## config.mk

```make
export PLATFORM = sky130hd
export DESIGN_NAME = countdown_ctrl
export DESIGN_NICKNAME = d
export VERILOG_FILES = /design/src/rtl/countdown_ctrl.sv
export SDC_FILE = /design/constraint.sdc
export NUM_CORES = 1
export LEC_CHECK = 0
export ABC_AREA = 0
export CORE_AREA = 8 8 45 47
export CTS_BUF_LIST = sky130_fd_sc_hd__clkbuf_8
export DETAILED_ROUTE_END_ITERATION = 12
export DIE_AREA = 0 0 53 55
export SKIP_LAST_GASP = 1
export SLEW_MARGIN = 20
export SYNTH_ARGS = -nofsm -noshare
export SYNTH_HDL_FRONTEND = slang
export SYNTH_SLANG_ARGS = --single-unit
```

## constraint.sdc

```tcl
create_clock -name in_clk -period 1.8 [get_ports in_clk]
set_clock_uncertainty 0.2 [all_clocks]
set_input_delay 0.18 -clock in_clk [delete_from_list [all_inputs] [get_ports in_clk]]
set_output_delay 0.18 -clock in_clk [all_outputs]
set_load 0.05 [all_outputs]
```

## src/rtl/countdown_ctrl.sv

```systemverilog
// Loadable down-counting sequencer: Idle -> Count -> Finished -> Idle.
// Optional hold input enabled by COUNTDOWN_CTRL_PAUSE_EN.
module countdown_ctrl #(
  parameter int BITS = 4
) (
  input  logic            in_clk,
  input  logic            in_rst_n,
  input  logic            in_start,
  input  logic [BITS-1:0] in_load,
`ifdef COUNTDOWN_CTRL_PAUSE_EN
  input  logic            in_pause,
`endif
  output logic            out_ready,
  output logic            out_busy,
  output logic            out_done,
  output logic [BITS-1:0] out_ctr
);

  typedef enum logic [1:0] {
    S_IDLE  = 2'd0,
    S_COUNT = 2'd1,
    S_FIN   = 2'd2
  } state_t;

  state_t          r_state;
  state_t          w_state_nxt;
  logic [BITS-1:0] r_ctr;
  logic [BITS-1:0] w_ctr_nxt;
  logic            w_pause;

`ifdef COUNTDOWN_CTRL_PAUSE_EN
  assign w_pause = in_pause;
`else
  assign w_pause = 1'b0;
`endif

  always_ff @(posedge in_clk or negedge in_rst_n) begin
    if (!in_rst_n) begin
      r_state <= S_IDLE;
      r_ctr   <= '0;
    end else begin
      r_state <= w_state_nxt;
      r_ctr   <= w_ctr_nxt;
    end
  end

  always_comb begin
    w_state_nxt = r_state;
    w_ctr_nxt   = r_ctr;
    unique case (r_state)
      S_IDLE: begin
        if (in_start) begin
          w_ctr_nxt   = in_load;
          w_state_nxt = (in_load != '0) ? S_COUNT : S_FIN;
        end
      end
      S_COUNT: begin
        // A zero count here is illegal; finishing avoids a wrap to all-ones.
        if (!w_pause) begin
          if (r_ctr > BITS'(1)) begin
            w_ctr_nxt = r_ctr - BITS'(1);
          end else begin
            w_ctr_nxt   = '0;
            w_state_nxt = S_FIN;
          end
        end
      end
      S_FIN: begin
        w_ctr_nxt   = '0;
        w_state_nxt = S_IDLE;
      end
      default: begin
        w_ctr_nxt   = '0;
        w_state_nxt = S_IDLE;
      end
    endcase
  end

  assign out_ready = (r_state == S_IDLE);
  assign out_busy  = (r_state == S_COUNT);
  assign out_done  = (r_state == S_FIN);
  assign out_ctr   = r_ctr;

endmodule
```

==> run summary, run 1 <==
CP max stage cell: dfrtp_1
Die X-Extent: 53 µm
Max Clock Freq: 623 MHz
CTS Buf Count: 3
PortBufs: 13
Area grow syn2layout: 52.1%
Vias per cell: 4.90
Die span in y: 55 µm
Seq cells post-synth: 6
Antenna Cells: 0
Mean post-synth cell area: 9.66 µm²
Status: completed
Clock-pin slew on the worst setup and hold paths: 40 ps
Arr. time, crit path: 1230 ps
Fillers: 139
Starting density of the core: 32.1%
Setup crit start: r_state[1]
Sw Pwr: 661 µW
Drt first-iter violations: 20
LEAKAGE: 0.000317 µW
Critical Path Max Stage Delay: 620 ps
Worst setup SP type: flip-flop
PwrDens: 2130 nW/µm²
PnR Total Power: 1440 µW
Hold_buf cts: 0
Most frequent cells in the layout: 9 x buf_4, 6 x clkdlybuf4s50_1, 5 x a21oi_1, 5 x nor2_1
Final setup TNS: 0 ps
Yosys cell types: 23
FF-to-FF setup slack: 230 ps
Area of the multi-input gates: 259 µm²
Setup violators final: 0
Syn. warnings: 0
Initial antenna violation count: 0
First-pass GRT wire length: 1.81 mm
Via count: 397
Mapped Area: 444 µm²
Synthesized instance count: 46
Unrepaired setup endpoints after global routing: no
Worst-margin pin slew: 464 ps
Tcrit/Tclk final: 89.2%
Max clock buf depth: 2
Pint: 780 µW
Min-Delay Path Class: input port to asynchronous set/reset pin
Syn nets: 55
Most common cell after layout, fill and taps aside: buf_4
Detail-routed net length per standard cell: 13.0 µm
Core Footprint: 1380 µm²
R2R depth: 7
CTS Root Buffer Type: clkbuf_8
Final min period: 1610 ps
Post-CTS setup buffer count: 0
Top cell type's share of synthesized area: 33.8%
Part of the Yosys area used for sequential elements: 33.8%
Max Cap Viol: 0
Clock power share: 14.4%
Reg2reg end: out_ctr[1]
Critical Path RT: 1420 ps
Setup crit end kind: primary output
H-tree Lvls: 1
Final Slew Violations: 0
Worst vdd ir: 0.784 mV
Vias in the first global route: 416
Clk_lat worst skew: 220 ps
CP Cell Sequence: and2b_2 -> buf_12
Final wirelength: 1.06 mm
Reg2Reg Launch Point: out_ctr[0]
Total gr overflow: 0
Antenna-violating nets left: 0
Largest net degree at the start of global routing: 10
Pre-antenna DRT Iters: 4
Final Hold Viols: 0
Number of remaining DRC errors: 0
Cell row count: 14
Critical path fanouts, max: 9
Sequential Area: 153 µm²
Die Area: 2920 µm²
Layout cells sized above 1: 38.5%
Final layout net count: 75
Total track usage: 8.46%
Sink Count: 6
WP buf/inv: 1
Dpl hpwl: 834 µm
Sw frac: 45.9%
GPL Wtd Cong: 0.792
I/O Pins: 14
Synth area leaders: dfrtp_1 34%, mux2i_1 9.0%, a21oi_1 5.6%, ha_1 5.6%, nor2_8 4.5%
Post_cts resized: 0
Flop pwr share: 21.5%
Cell taking the most area after synthesis: dfrtp_1
Crit-path leading delay family: flip-flops
Relative slew slack: 69.1%
WP depth: 2
CTS tree: yes
Critical path class: flip-flop to primary output
Comb power frac: 64.2%
## Yosys cell counts
library cell,count
nor2_1,5
mux2i_1,4
buf_2,1
nand2b_2,1
or3_1,1
nor3_2,1
o22a_2,2
buf_4,1
buf_6,1
a221oi_2,1
a21oi_1,5
dfrtp_1,6
nor2b_4,1
nand2_1,2
and2b_2,1
ha_1,2
inv_1,3
nor4_1,1
nand2b_1,1
nor3_1,3
o21ai_0,1
o31ai_1,1
nor2_8,1
## sequential cells by signal, summed over array words and instances, names as in the netlist
signal and count:
r_state 2, out_ctr 4
## kinds of logic (layout without fill, tap and decap cells)
logic type / Yosys count / count (layout) / share of synthesized area, %
compound gates: 10 / 10 / 16.3
mux: 4 / 4 / 9.01
fa+ha+maj: 2 / 2 / 5.63
buf+inv: 6 / 25 / 7.89
flops: 6 / 6 / 33.8
simple gates: 18 / 18 / 27.3
## through the flow
step	cells	instance area, µm²	hold WS (ps)	setup slack (ps)	utilization (%)
2_1_floorplan	46	447	-316	58.4	-
3_3_place_gp	77	631	249	108	45.6
3_5_place_dp	77	631	246	96.8	45.6
4_1_cts	81	676	8.10	184	48.8
5_1_grt	81	676	29.4	78.5	48.8
6_report	81	676	4.41	195	48.8
## metal layers
metal	track usage, %	vias to the layer above	share of wire [%]
li1	-	199	-
met1	8.47	185	38
met2	13.7	11	50
met3	5.35	2	10
met4	3.88	0	0.95
met5	0	-	0
## power by group through the flow
stage / logic (µW) / clock network [µW] / registers (µW)
detailed placement: 931 / 0 / 313
floorplan: 522 / 0 / 377
CTS: 937 / 215 / 312
global route: 996 / 221 / 326
finish: 925 / 207 / 309
global placement: 923 / 0 / 315
## worst register-to-register path: stages, from the launching register on
cell,delay (ps)
dfrtp_2,410
inv_1,60
ha_1,200
nor2_1,120
o31ai_1,70
buf_4,150
o22a_2,210
nor2_1,80
## final cells by class
class / instances / area share [%]
flip-flops and latches: 6 / 22.6
clock buffers: 3 / 6.11
repair buffers: 18 / 27.8
well taps: 16 / 2.96
inverters: 3 / 1.67
multi-input cells: 34 / 38.3
clock inverters: 1 / 0.556
## worst max path at each step
stage / slack (ps) / to
floorplan: 60 / out_ctr[0]
global placement: 110 / out_ctr[3]
detailed placement: 100 / out_ctr[3]
CTS: 180 / out_done
global route: 80 / out_ctr[3]
finish: 190 / out_done
Note: power is estimated with default switching activity, not from simulation.
==> inputs of run 2 (changes only) <==
Settings changed: CTS_BUF_LIST sky130_fd_sc_hd__clkbuf_8 to sky130_fd_sc_hd__clkbuf_2.
==> run 2 against run 1 <==
Effect of this change:
- cell area is 2.2% lower
- wire length is 2.7% higher
- worst hold slack better by 410 ps
- first-iteration DRC count is 25% lower
- worst setup slack worse by 13 ps
- core utilization is 1.1 points lower
- critical path depth stayed put
- clock-buffer cell count is 1 higher
- maximum frequency is 0.83% lower
- non-clock buffer count is 1 higher
- sequential power hardly changed
- largest cell class unchanged
- largest power group unchanged
==> run summary, run 2 (synthesis gave the netlist of run 1 again) <==
Status: completed (unchanged)
Total track usage: 8.62% (was 8.46%)
Sw Pwr: 659 µW (was 661 µW)
GPL Wtd Cong: 0.792 (unchanged)
Setup violators final: 0 (unchanged)
Drt first-iter violations: 15 (was 20)
LEAKAGE: 0.000311 µW (was 0.000317 µW)
Clock power share: 8.4% (was 14.4%)
Number of remaining DRC errors: 0 (unchanged)
Vias per cell: 5.00 (was 4.90)
Area grow syn2layout: 48.7% (was 52.1%)
Die X-Extent: 53 µm (unchanged)
Starting density of the core: 32.1% (unchanged)
Final setup TNS: 0 ps (unchanged)
Crit-path leading delay family: flip-flops (unchanged)
Cell row count: 14 (unchanged)
Die Area: 2920 µm² (unchanged)
Worst vdd ir: 0.679 mV (was 0.784 mV)
CP max stage cell: dfrtp_1 (unchanged)
Number of flip-flops in the largest register: 4 (unchanged)
Flop pwr share: 22.8% (was 21.5%)
Clock-pin slew on the worst setup and hold paths: 70 ps (was 40 ps)
Layout cells sized above 1: 39.4% (was 38.5%)
Clk_lat worst skew: 230 ps (was 220 ps)
Setup crit end kind: primary output (unchanged)
Fillers: 138 (was 139)
Worst hold start: out_ctr[0]
PnR Total Power: 1350 µW (was 1440 µW)
Detail-routed net length per standard cell: 13.2 µm (was 13.0 µm)
Critical path fanouts, max: 9 (unchanged)
H-tree Lvls: 1 (unchanged)
Arr. time, crit path: 1240 ps (was 1230 ps)
Initial antenna violation count: 0 (unchanged)
Critical Path Max Stage Delay: 630 ps (was 620 ps)
Pint: 693 µW (was 780 µW)
Post_cts resized: 0 (unchanged)
Core Footprint: 1380 µm² (unchanged)
PwrDens: 2050 nW/µm² (was 2130 nW/µm²)
Final Slew Violations: 0 (unchanged)
Tcrit/Tclk final: 89.9% (was 89.2%)
Worst setup SP type: flip-flop (unchanged)
Critical Path RT: 1420 ps (about the same)
Setup crit start: r_state[1] (unchanged)
PortBufs: 13 (unchanged)
Min-Delay Path Class: flip-flop to flip-flop (was input port to asynchronous set/reset pin)
Largest net degree at the start of global routing: 10 (unchanged)
Total gr overflow: 0 (unchanged)
WP buf/inv: 1 (unchanged)
Max clock buf depth: 2 (unchanged)
Final wirelength: 1.09 mm (was 1.06 mm)
Reg2Reg Launch Point: out_ctr[0] (unchanged)
Relative slew slack: 68.8% (was 69.1%)
Comb power frac: 68.8% (was 64.2%)
CTS tree: yes (unchanged)
Worst-margin pin slew: 468 ps (was 464 ps)
Sw frac: 48.8% (was 45.9%)
Pre-antenna DRT Iters: 4 (unchanged)
Antenna Cells: 0 (unchanged)
CP Cell Sequence: and2b_2 -> buf_12 (unchanged)
First-pass GRT wire length: 1.85 mm (was 1.81 mm)
Final Hold Viols: 0 (unchanged)
Final worst slack: 181 ps (was 195 ps)
Critical path class: flip-flop to primary output (unchanged)
Vias in the first global route: 423 (was 416)
Die span in y: 55 µm (unchanged)
Antenna-violating nets left: 0 (unchanged)
Max Clock Freq: 618 MHz (was 623 MHz)
CTS Root Buffer Type: clkbuf_2 (was clkbuf_8)
CTS Buf Count: 3 (unchanged)
Sink Count: 6 (unchanged)
Via count: 410 (was 397)
Dpl hpwl: 834 µm (unchanged)
Max Cap Viol: 0 (unchanged)
Unrepaired setup endpoints after global routing: no (unchanged)
Final min period: 1620 ps (was 1610 ps)
Pre-CTS setup slack: 96.8 ps (unchanged)
Most common cell after layout, fill and taps aside: buf_4 (unchanged)
Most frequent cells in the layout: 9 x buf_4, 6 x clkdlybuf4s50_1, 5 x a21oi_1, 5 x nor2_1 (unchanged)
I/O Pins: 14 (unchanged)
Final layout net count: 76 (was 75)
[run 2: final cells by class]
class	instances	area [µm²]	share of cell area [%]
Multi-Input combinational cell	34	259	39.2
Sequential cell	6	153	23.1
Clock buffer	4	20.0	3.03
Timing Repair Buffer	19	198	29.9
Tap cell	16	20.0	3.03
Inverter	3	11.3	1.70
[run 2: per-layer routing]
metal,global-route usage [%],wire (µm),up-vias
met4,3.88,0,0
met1,8.78,432,195
li1,-,-,202
met2,13.9,546,13
met3,5.35,107,0
met5,0,0,-
[run 2: worst paths after layout]
kind	to	slack, ps	depth (start not counted)
setup / recovery	out_done	180	2
hold / removal	out_ctr[0]	420	2
setup reg to reg	out_ctr[1]	220	7
hold reg to reg	out_ctr[0]	420	2
max in group asynchronous	out_ctr[1]	630	2
min in group asynchronous	out_ctr[2]	530	2
[run 2: per-stage QoR]
stage / hold slack, ps / utilization [%] / instances / instance area (µm²)
floorplan: -316 / - / 46 / 447
global placement: 249 / 45.6 / 77 / 631
detailed placement: 246 / 45.6 / 77 / 631
CTS: 419 / 47.7 / 82 / 661
global route: 456 / 47.7 / 82 / 661
finish: 417 / 47.7 / 82 / 661
[run 2: timing repair]
item	4_1_cts	5_1_grt
endpoints found under the hold margin	6	0
hold buffers	1	0
setup buffers	0	0
[run 2: power groups by stage]
stage	sequential [µW]	combinational, µW	clock [µW]
finish	308	930	114
floorplan	377	522	0
CTS	310	943	119
detailed placement	313	931	0
global placement	315	923	0
global route	324	1000	128
[run 2: worst register-to-register path: stages, from the launching register on]
cell and delay [ps]:
dfrtp_2 420, inv_1 60, ha_1 200, nor2_1 120, o31ai_1 70, buf_4 150
o22a_2 210, nor2_1 80
